==> src/rtl/bomb_manager.sv <==
// bomb_manager: owns six bomb slots (0-2 P1, 3-5 P2) plus both players' life counts.
// Latency: placement ack, slot and lives updates land one cycle after the request/tick; read port is combinational.
// Backpressure: none; a rejected placement is dropped with no ack and no queuing.
//
// Ports:
//   clock, reset (async, active-high), game_reset (sync round clear, overrides all)
//   refresh            one-cycle frame tick driving fuse/blast counts and damage
//   p1_place/x/y, p2_place/x/y   placement requests at the player's tile
//   bomb_id            read select -> bomb_active, bomb_exploding, bomb_x, bomb_y (ids 6,7 read 0)
//   p1_ack, p2_ack     registered accept pulses
//   p1_lives, p2_lives 3..0, any zero freezes the round until game_reset
module bomb_manager #(
  parameter int FUSE_TICKS  = 12,
  parameter int BLAST_TICKS = 4,
  parameter int RADIUS      = 1
) (
  input  logic       clock,
  input  logic       reset,
  input  logic       game_reset,
  input  logic       refresh,
  input  logic       p1_place,
  input  logic [3:0] p1_x,
  input  logic [3:0] p1_y,
  input  logic       p2_place,
  input  logic [3:0] p2_x,
  input  logic [3:0] p2_y,
  input  logic [2:0] bomb_id,
  output logic       bomb_active,
  output logic       bomb_exploding,
  output logic [3:0] bomb_x,
  output logic [3:0] bomb_y,
  output logic       p1_ack,
  output logic       p2_ack,
  output logic [1:0] p1_lives,
  output logic [1:0] p2_lives
);

  localparam int         NUM_SLOTS = 6;
  localparam logic [3:0] FUSE_CNT  = 4'(FUSE_TICKS);
  localparam logic [3:0] BLAST_CNT = 4'(BLAST_TICKS);
  localparam logic [4:0] RADIUS_W  = 5'(RADIUS);

  typedef enum logic [1:0] {
    S_IDLE  = 2'd0,
    S_FUSE  = 2'd1,
    S_BLAST = 2'd2
  } slot_state_t;

  slot_state_t state_q [NUM_SLOTS];
  slot_state_t state_d [NUM_SLOTS];
  logic [3:0]  x_q     [NUM_SLOTS];
  logic [3:0]  x_d     [NUM_SLOTS];
  logic [3:0]  y_q     [NUM_SLOTS];
  logic [3:0]  y_d     [NUM_SLOTS];
  logic [3:0]  cnt_q   [NUM_SLOTS];
  logic [3:0]  cnt_d   [NUM_SLOTS];

  logic [1:0] p1_lives_q, p1_lives_d;
  logic [1:0] p2_lives_q, p2_lives_d;
  logic       p1_ack_q, p1_ack_d;
  logic       p2_ack_q, p2_ack_d;

  logic       frozen;
  logic       tick;
  logic       p1_busy, p2_busy;
  logic       p1_free, p2_free;
  logic [2:0] p1_slot, p2_slot;
  logic       same_tile;
  logic       p1_accept, p2_accept;
  logic       p1_hit, p2_hit;

  // Cross-shaped blast: same column within RADIUS rows, or same row within RADIUS columns.
  // Differences are taken in 5-bit signed so tiles near 0 or 15 never wrap.
  function automatic logic covers(input logic [3:0] bx, input logic [3:0] by,
                                  input logic [3:0] tx, input logic [3:0] ty);
    logic signed [4:0] dx;
    logic signed [4:0] dy;
    logic [4:0]        adx;
    logic [4:0]        ady;
    dx  = $signed({1'b0, tx}) - $signed({1'b0, bx});
    dy  = $signed({1'b0, ty}) - $signed({1'b0, by});
    adx = dx[4] ? $unsigned(-dx) : $unsigned(dx);
    ady = dy[4] ? $unsigned(-dy) : $unsigned(dy);
    return ((tx == bx) && (ady <= RADIUS_W)) || ((ty == by) && (adx <= RADIUS_W));
  endfunction

  // Placement decisions look only at registered slot state.
  always_comb begin
    frozen  = (p1_lives_q == 2'd0) || (p2_lives_q == 2'd0);
    tick    = refresh && !frozen;
    p1_busy = 1'b0;
    p2_busy = 1'b0;
    for (int i = 0; i < NUM_SLOTS; i++) begin
      if (state_q[i] != S_IDLE) begin
        if ((x_q[i] == p1_x) && (y_q[i] == p1_y)) p1_busy = 1'b1;
        if ((x_q[i] == p2_x) && (y_q[i] == p2_y)) p2_busy = 1'b1;
      end
    end
    // Scan downwards so the lowest-index idle slot is the one left selected.
    p1_free = 1'b0;
    p1_slot = 3'd0;
    for (int i = 2; i >= 0; i--) begin
      if (state_q[i] == S_IDLE) begin
        p1_free = 1'b1;
        p1_slot = 3'(i);
      end
    end
    p2_free = 1'b0;
    p2_slot = 3'd3;
    for (int i = 5; i >= 3; i--) begin
      if (state_q[i] == S_IDLE) begin
        p2_free = 1'b1;
        p2_slot = 3'(i);
      end
    end
    // P1 has priority on a shared tile requested in the same cycle.
    same_tile = p1_place && (p1_x == p2_x) && (p1_y == p2_y);
    p1_accept = p1_place && !frozen && p1_free && !p1_busy;
    p2_accept = p2_place && !frozen && p2_free && !p2_busy && !same_tile;
  end

  always_comb begin
    p1_hit = 1'b0;
    p2_hit = 1'b0;
    for (int i = 0; i < NUM_SLOTS; i++) begin
      state_d[i] = state_q[i];
      x_d[i]     = x_q[i];
      y_d[i]     = y_q[i];
      cnt_d[i]   = cnt_q[i];
    end

    if (tick) begin
      for (int i = 0; i < NUM_SLOTS; i++) begin
        case (state_q[i])
          S_FUSE: begin
            if (cnt_q[i] > 4'd1) begin
              cnt_d[i] = cnt_q[i] - 4'd1;
            end else begin
              // Detonating this tick: only these slots deal damage.
              state_d[i] = S_BLAST;
              cnt_d[i]   = BLAST_CNT;
              if (covers(x_q[i], y_q[i], p1_x, p1_y)) p1_hit = 1'b1;
              if (covers(x_q[i], y_q[i], p2_x, p2_y)) p2_hit = 1'b1;
            end
          end
          S_BLAST: begin
            if (cnt_q[i] > 4'd1) begin
              cnt_d[i] = cnt_q[i] - 4'd1;
            end else begin
              state_d[i] = S_IDLE;
              x_d[i]     = 4'd0;
              y_d[i]     = 4'd0;
              cnt_d[i]   = 4'd0;
            end
          end
          default: ;
        endcase
      end
    end

    // Accepted slots were idle, so they never collide with the tick updates above.
    if (p1_accept) begin
      state_d[p1_slot] = S_FUSE;
      x_d[p1_slot]     = p1_x;
      y_d[p1_slot]     = p1_y;
      cnt_d[p1_slot]   = FUSE_CNT;
    end
    if (p2_accept) begin
      state_d[p2_slot] = S_FUSE;
      x_d[p2_slot]     = p2_x;
      y_d[p2_slot]     = p2_y;
      cnt_d[p2_slot]   = FUSE_CNT;
    end

    p1_lives_d = (p1_hit && (p1_lives_q != 2'd0)) ? p1_lives_q - 2'd1 : p1_lives_q;
    p2_lives_d = (p2_hit && (p2_lives_q != 2'd0)) ? p2_lives_q - 2'd1 : p2_lives_q;
    p1_ack_d   = p1_accept;
    p2_ack_d   = p2_accept;

    if (game_reset) begin
      for (int i = 0; i < NUM_SLOTS; i++) begin
        state_d[i] = S_IDLE;
        x_d[i]     = 4'd0;
        y_d[i]     = 4'd0;
        cnt_d[i]   = 4'd0;
      end
      p1_lives_d = 2'd3;
      p2_lives_d = 2'd3;
      p1_ack_d   = 1'b0;
      p2_ack_d   = 1'b0;
    end
  end

  always_ff @(posedge clock or posedge reset) begin
    if (reset) begin
      for (int i = 0; i < NUM_SLOTS; i++) begin
        state_q[i] <= S_IDLE;
        x_q[i]     <= 4'd0;
        y_q[i]     <= 4'd0;
        cnt_q[i]   <= 4'd0;
      end
      p1_lives_q <= 2'd3;
      p2_lives_q <= 2'd3;
      p1_ack_q   <= 1'b0;
      p2_ack_q   <= 1'b0;
    end else begin
      for (int i = 0; i < NUM_SLOTS; i++) begin
        state_q[i] <= state_d[i];
        x_q[i]     <= x_d[i];
        y_q[i]     <= y_d[i];
        cnt_q[i]   <= cnt_d[i];
      end
      p1_lives_q <= p1_lives_d;
      p2_lives_q <= p2_lives_d;
      p1_ack_q   <= p1_ack_d;
      p2_ack_q   <= p2_ack_d;
    end
  end

  // Drawing read port.
  always_comb begin
    bomb_active    = 1'b0;
    bomb_exploding = 1'b0;
    bomb_x         = 4'd0;
    bomb_y         = 4'd0;
    if (bomb_id < 3'd6) begin
      bomb_active    = (state_q[bomb_id] != S_IDLE);
      bomb_exploding = (state_q[bomb_id] == S_BLAST);
      bomb_x         = x_q[bomb_id];
      bomb_y         = y_q[bomb_id];
    end
  end

  assign p1_ack   = p1_ack_q;
  assign p2_ack   = p2_ack_q;
  assign p1_lives = p1_lives_q;
  assign p2_lives = p2_lives_q;

endmodule

==> config.mk <==
export PLATFORM = sky130hd
export DESIGN_NAME = bomb_manager
export DESIGN_NICKNAME = d
export VERILOG_FILES = /design/src/rtl/bomb_manager.sv
export SDC_FILE = /design/constraint.sdc
export NUM_CORES = 1
export LEC_CHECK = 0
export ABC_AREA = 1
export CORE_MARGIN = 8
export CORE_UTILIZATION = 53
export CTS_BUF_LIST = sky130_fd_sc_hd__clkbuf_4 sky130_fd_sc_hd__clkbuf_8 sky130_fd_sc_hd__clkbuf_16
export DETAILED_ROUTE_END_ITERATION = 16
export PLACE_DENSITY = 0.71
export RECOVER_POWER = 25
export SLEW_MARGIN = 20
export SYNTH_ARGS = -nofsm -noshare
export SYNTH_HDL_FRONTEND = slang
export SYNTH_SLANG_ARGS = --single-unit
==> constraint.sdc <==
create_clock -name clock -period 3.78 [get_ports clock]
set_input_delay 0.756 -clock clock [delete_from_list [all_inputs] [get_ports clock]]
set_output_delay 0.756 -clock clock [all_outputs]
set_load 0.1 [all_outputs]
### After elaboration in Yosys (flattened, before gate mapping)

Index checks and enable logic that the tools add are counted.

| storage, ports and cells | value |
|---|---|
| register bits after elaboration | 90 |
| input port bits | 25 |
| output and inout port bits | 16 |
| logic and storage cells | 491 |

| operators by class | value |
|---|---|
| add/subtract/negate cells | 56 |
| $lt $le $gt $ge | 36 |
| equality and inequality tests | 63 |
| muxes and demuxes | 207 |
| bitwise operators | 15 |
| reduce and logical (&&, ||, !) cells | 86 |

Operator list:

| operator | number |
|---|---|
| $mux 24 | 12 |
| $eq 4x4->1 | 50 |
| $mux 4 | 44 |
| $le 5x1->1 const B | 24 |
| $mux 5 | 24 |
| $neg 5->5 | 24 |
| $sub 4x4->5 | 24 |
| $bwmux 24 | 4 |
| $mux 1 | 74 |
| $logic_and 1x1->1 | 50 |
| $mux 12 | 4 |
| $pmux 4 s2 | 6 |
| $mux 2 | 21 |
| $and 12x12->12 | 2 |
| $bmux 4 s3 | 2 |
| $demux 4 s3 | 2 |
| $gt 4x1->1 const B | 6 |
| $not 12->12 | 2 |
| $or 12x12->12 | 2 |
| $pmux 2 s2 | 6 |
| $sub 4x1->4 const B | 6 |
| $reduce_bool 2->1 | 11 |
| $logic_not 2->1 | 8 |
| $mux 3 | 5 |
| other kinds (14) | 50 |

### Longest topological paths before layout

| logic depth | value |
|---|---|
| depth after elaboration | 29 |
| mapped depth | 21 |
| gate-level depth less buffers | 21 |

### Least setup slack after synthesis

No wires, ideal clock.

| path | value |
|---|---|
| kind | input -> output |
| from | input bomb_id[0] |
| to | output bomb_y[0] |
| arrival | 3,511 ps |
| data required time | 3,024 ps |
| setup slack | -487 ps |
| stages on the path | 4 |
| path buffers | 2 |
| cells stage by stage | clkbuf_1 -> clkbuf_1 -> mux2i_1 -> o21ai_0 |

| between the ends | value |
|---|---|
| word-level cells in the longest chain between the ends | 5 |
| elaborated cells on any way between the ends | 6 |
| classes of those cells | 1 x order compare; 4 x mux; 1 x bitwise |

RTL lines:

| element | line | text |
|---|---|---|
| start, declared | 27 | `input logic [2:0] bomb_id,` |
| $not 3->4 (not written as such) | 230 | `bomb_y = y_q[bomb_id];` |
| $bmux 4 s3 | 230 |  |
| $mux 4 (not written as such) (2 in a row) | 230 |  |
| $mux 4 (*) | 226 | `if (bomb_id < 3'd6) begin` |
| end, declared | 31 | `output logic [3:0] bomb_y,` |

Mark *: on every way between the ends. The rest lies on a longest branch, timed or not. The select of a mux whose other input is x is not followed.

### Worst setup path after layout

| path | value |
|---|---|
| from | input bomb_id[0] |
| to | output bomb_exploding |

| between the ends | value |
|---|---|
| word-level cells in the longest chain between the ends | 6 |
| elaborated cells on any way between the ends | 7 |
| classes of those cells | 1 x order compare; 1 x eq/ne; 4 x mux; 1 x bitwise |

RTL lines:

| element | line | text |
|---|---|---|
| $not 3->4 (not written as such) | 228 | `bomb_exploding = (state_q[bomb_id] == S_BLAST);` |
| $bmux 2 s3 | 228 |  |
| $mux 2 (not written as such) (2 in a row) | 228 |  |
| $eq 2x2->1 | 228 |  |
| $mux 1 (*) | 226 |  |
| end, declared | 29 | `output logic bomb_exploding,` |

Marks and branches as above.

==> impl_results.md <==
- WL final: ~36000 um
- Top layer in use: met4
- Fmax: about 0.29 GHz
- Worst reg-to-reg setup slack: approximately 1.0 ns
- Resized cells post-CTS: 0
- Highest-delay cell along the critical path: inv_1
- Cts bufs inserted: 9
- Synth top area cells: dfrtp_1 (18%), nand2_1 (17%), ha_1 (16%)
- Worst Path Required: approximately 3.0 ns
- GRT Total Usage: 25.55%
- Critical Path End Type: output pin
- Sequential area share after synthesis: roughly a fifth
- Via density: around 5.5
- RSZ-0062 raised after global routing: no
- Peak VDD IR: between 300 and 400 uV
- Synthesized area: ~0.012 mm^2
- Worst setup margin: 0.2892 ns
- Syn Nets: approximately 2100
- Pre-CTS WS: -0.05285 ns
- Synth Area per Inst: about 6.4 um^2
- Synth top area share: around 18%
- Final Slew Violations: 44
- Post-synthesis cell count: 1866
- Fin. Hold Viols: 0
- Final nets: around 2100
- Placed cell areas: around 0.013 mm^2
- Crit path max fanout: 21
- Top_reg_cell synth: dfrtp_1
- Leak: 7.152 nW
- Antenna Cells: 0
- Share of cells above drive strength 1: around 9%
- DP HPWL: a little under 30000 um
- Clock Tree Root: clkbuf_16
- CTS sink cnt: 90
- Least-Margin Pin Slew: 2.040 ns
- Synth Area in Compound Gates: around an eighth
- Largest family of logic cells by synthesized area: simple AND/OR/NAND/NOR gates
- Register area: ~0.0023 mm^2
- Fill cells: ~2100
- Vias in the first global route: around 12000
- Design area: around 0.013 mm^2
- Final Setup Violations: 0
- Reg2Reg Depth: 15
- Worst-Skew Late Latency: ~0.34 ns
- DRT Pass-1 Iters: 6
- Met2 wire length: roughly 16000 um
- Antenna violations before repair: 0
- WHS Path Cells: 2
- Post-synth EDFFs: 0
- Core Rows: 54
- Placeable Area: 0.02189 mm^2
- Relative slew slack: -36.73%
- Multiplexer share of the synthesized area: 0.1685%
- Failing checks: capacitance limit, slew limit
- Simple-Gate Fraction of Synth Area: 36.40%
- CTS tree: yes
- Multi-input logic area: roughly 0.0083 mm^2
- #FFs+latches synth: 90
- Final GP Congestion: 0.9290
- Hold Path Class: reg2reg
- Worst R2R Start: x_q[20]
- DRT met1 WL: about 16000 um
- # hold bufs at CTS: 0
- First-iteration detailed-routing DRC count: 999
- Routed len/inst: roughly 16 um
- Drt drc: 0
- Die ar.: about 0.027 mm^2
- Final period util: slightly above 90%
- Max Root-Sink Buffers: 2
- Vias: ~12000
- Worst Min Path Start: p1_lives[0]
- Cell Pwr Density: approximately 360 mW/mm^2
- I/O pins: 41
- Die height: 165.7 um
- Yosys warns: 0
- Setup repair bufs after CTS: 0
- H-tree depth: 3
- Final min period: roughly 3.5 ns
- Max_cap viols: 1
- Pin count of the biggest net entering global routing: between 40 and 50
- Distinct cells, synth: slightly below 50
- Post-Synth XOR/XNOR Area: less than 1%
- Area Overhead vs Synth: 12.89%
- Setup Crit Path Kind: in2out
- Port Buffers: 40
- Hold EP: p1_lives[0]
- Worst stage delay on the critical path: between 0.4 and 0.5 ns
- Total gr overflow: 0
- Worst path cell trace: clkdlybuf4s50_1, inv_1, a21oi_1, o21ai_0, nand2_1, a32oi_1, inv_1, nor2_1, buf_12
- Post-route ant nets: 0
- Leading area contributor after synthesis: dfrtp_1
- Met3 routed WL: around 2800 um
- Initial Util: a little over half
- CP arrival: 2.73 ns
- Ys async rst share: 100.0%
- Die span in x: ~170 um
- Worst-path clk slew: ~0.060 ns
- Clk_skew: about 0.0074 ns
- Post-synth top cells: nand2_1 (549), inv_1 (307), nand3_1 (227), ha_1 (152), nor2_1 (130)
- Crit path launch type: input pin
- Most common cell in the netlist: nand2_1
- Synth Area in Adders: between 20% and 30%
- First-pass GRT wire length: between 50000 and 60000 um
- Finished Layout Cells: roughly 2200
- Placed cells: between 2000 and 2500
- CP most frequent cell: inv_1
- RR Endpoint: p2_lives[0]
- Status: finished with violations
[flip-flops by register name, summed over array words and instances (netlist names)]
name	count
cnt_q	24
p1_ack	1
p1_lives	2
p2_ack	1
p2_lives	2
state_q	12
x_q	24
y_q	24
[worst max path at each step]
stage               cells past startpoint  slack (ns)        from             end
floorplan                               6        0.16  bomb_id[0]  bomb_exploding
global placement                       20        0.04     p2_x[0]     p2_lives[0]
detailed placement                     20       -0.05     p2_x[0]     p2_lives[0]
CTS                                    20        0.29     p2_x[0]     p2_lives[0]
global route                            9        0.10  bomb_id[0]  bomb_exploding
finish                                  9        0.29  bomb_id[0]  bomb_exploding
[per-stage QoR]
step                utilization [%]  TNS (ns)  hold slack, ns  power [mW]
detailed placement            59.75  -0.08922          0.4959       3.775
floorplan                         -         0          0.5007       3.092
global route                  61.28         0          0.5249       5.224
CTS                           61.28         0          0.5065       4.781
global placement              59.75         0          0.4930       3.706
finish                        61.28         0          0.5061       4.812
[layer usage]
layer,up-vias,global-route usage (%)
met4,0,9.796
met3,84,3.100
met2,456,41.74
met5,-,0
li1,6208,-
met1,5615,33.82
[report_power, final]
| part | total, mW | internal [mW] | switching (mW) |
|---|---|---|---|
| Sequential | 1.19 | 1.07 | 0.115 |
| Clock | 1.00 | 0.623 | 0.380 |
| Combinational | 2.62 | 0.944 | 1.68 |
| Total | 4.81 | 2.64 | 2.17 |
[cell families after synthesis]
logic type / count (synthesis)
compound gates: 241
xor+xnor: 7
fa+ha+maj: 176
buf+inv: 350
flops: 90
mux: 2
simple gates: 1000
[final cells by class]
class,count,area share [%]
multi-input cells,1426,61.68
flip-flops and latches,90,16.83
inverters,326,9.169
repair buffers,94,7.219
well taps,280,2.612
clock buffers,12,1.940
clock inverters,4,0.5503
[cell usage in the layout, fill, tap and decap left out, drive strengths merged, types with 9 or more instances in the layout]
| master | instances |
|---|---|
| nand3 | 227 |
| buf | 64 |
| clkdlybuf4s50 | 29 |
| o21ai | 79 |
| a21oi | 94 |
| nand4 | 18 |
| inv | 320 |
| or2 | 12 |
| nand3b | 9 |
| nand2 | 577 |
| fa | 24 |
| dfrtp | 86 |
| ha | 152 |
| o22ai | 38 |
| nor2 | 141 |
| clkbuf | 12 |
[critical path: cells and delay by family]
| family | cells | cell delay [ns] |
|---|---|---|
| compound gates | 3 | 0.47 |
| buf+inv | 4 | 1.22 |
| simple gates | 2 | 0.27 |
(Power assumes the default switching activity.)
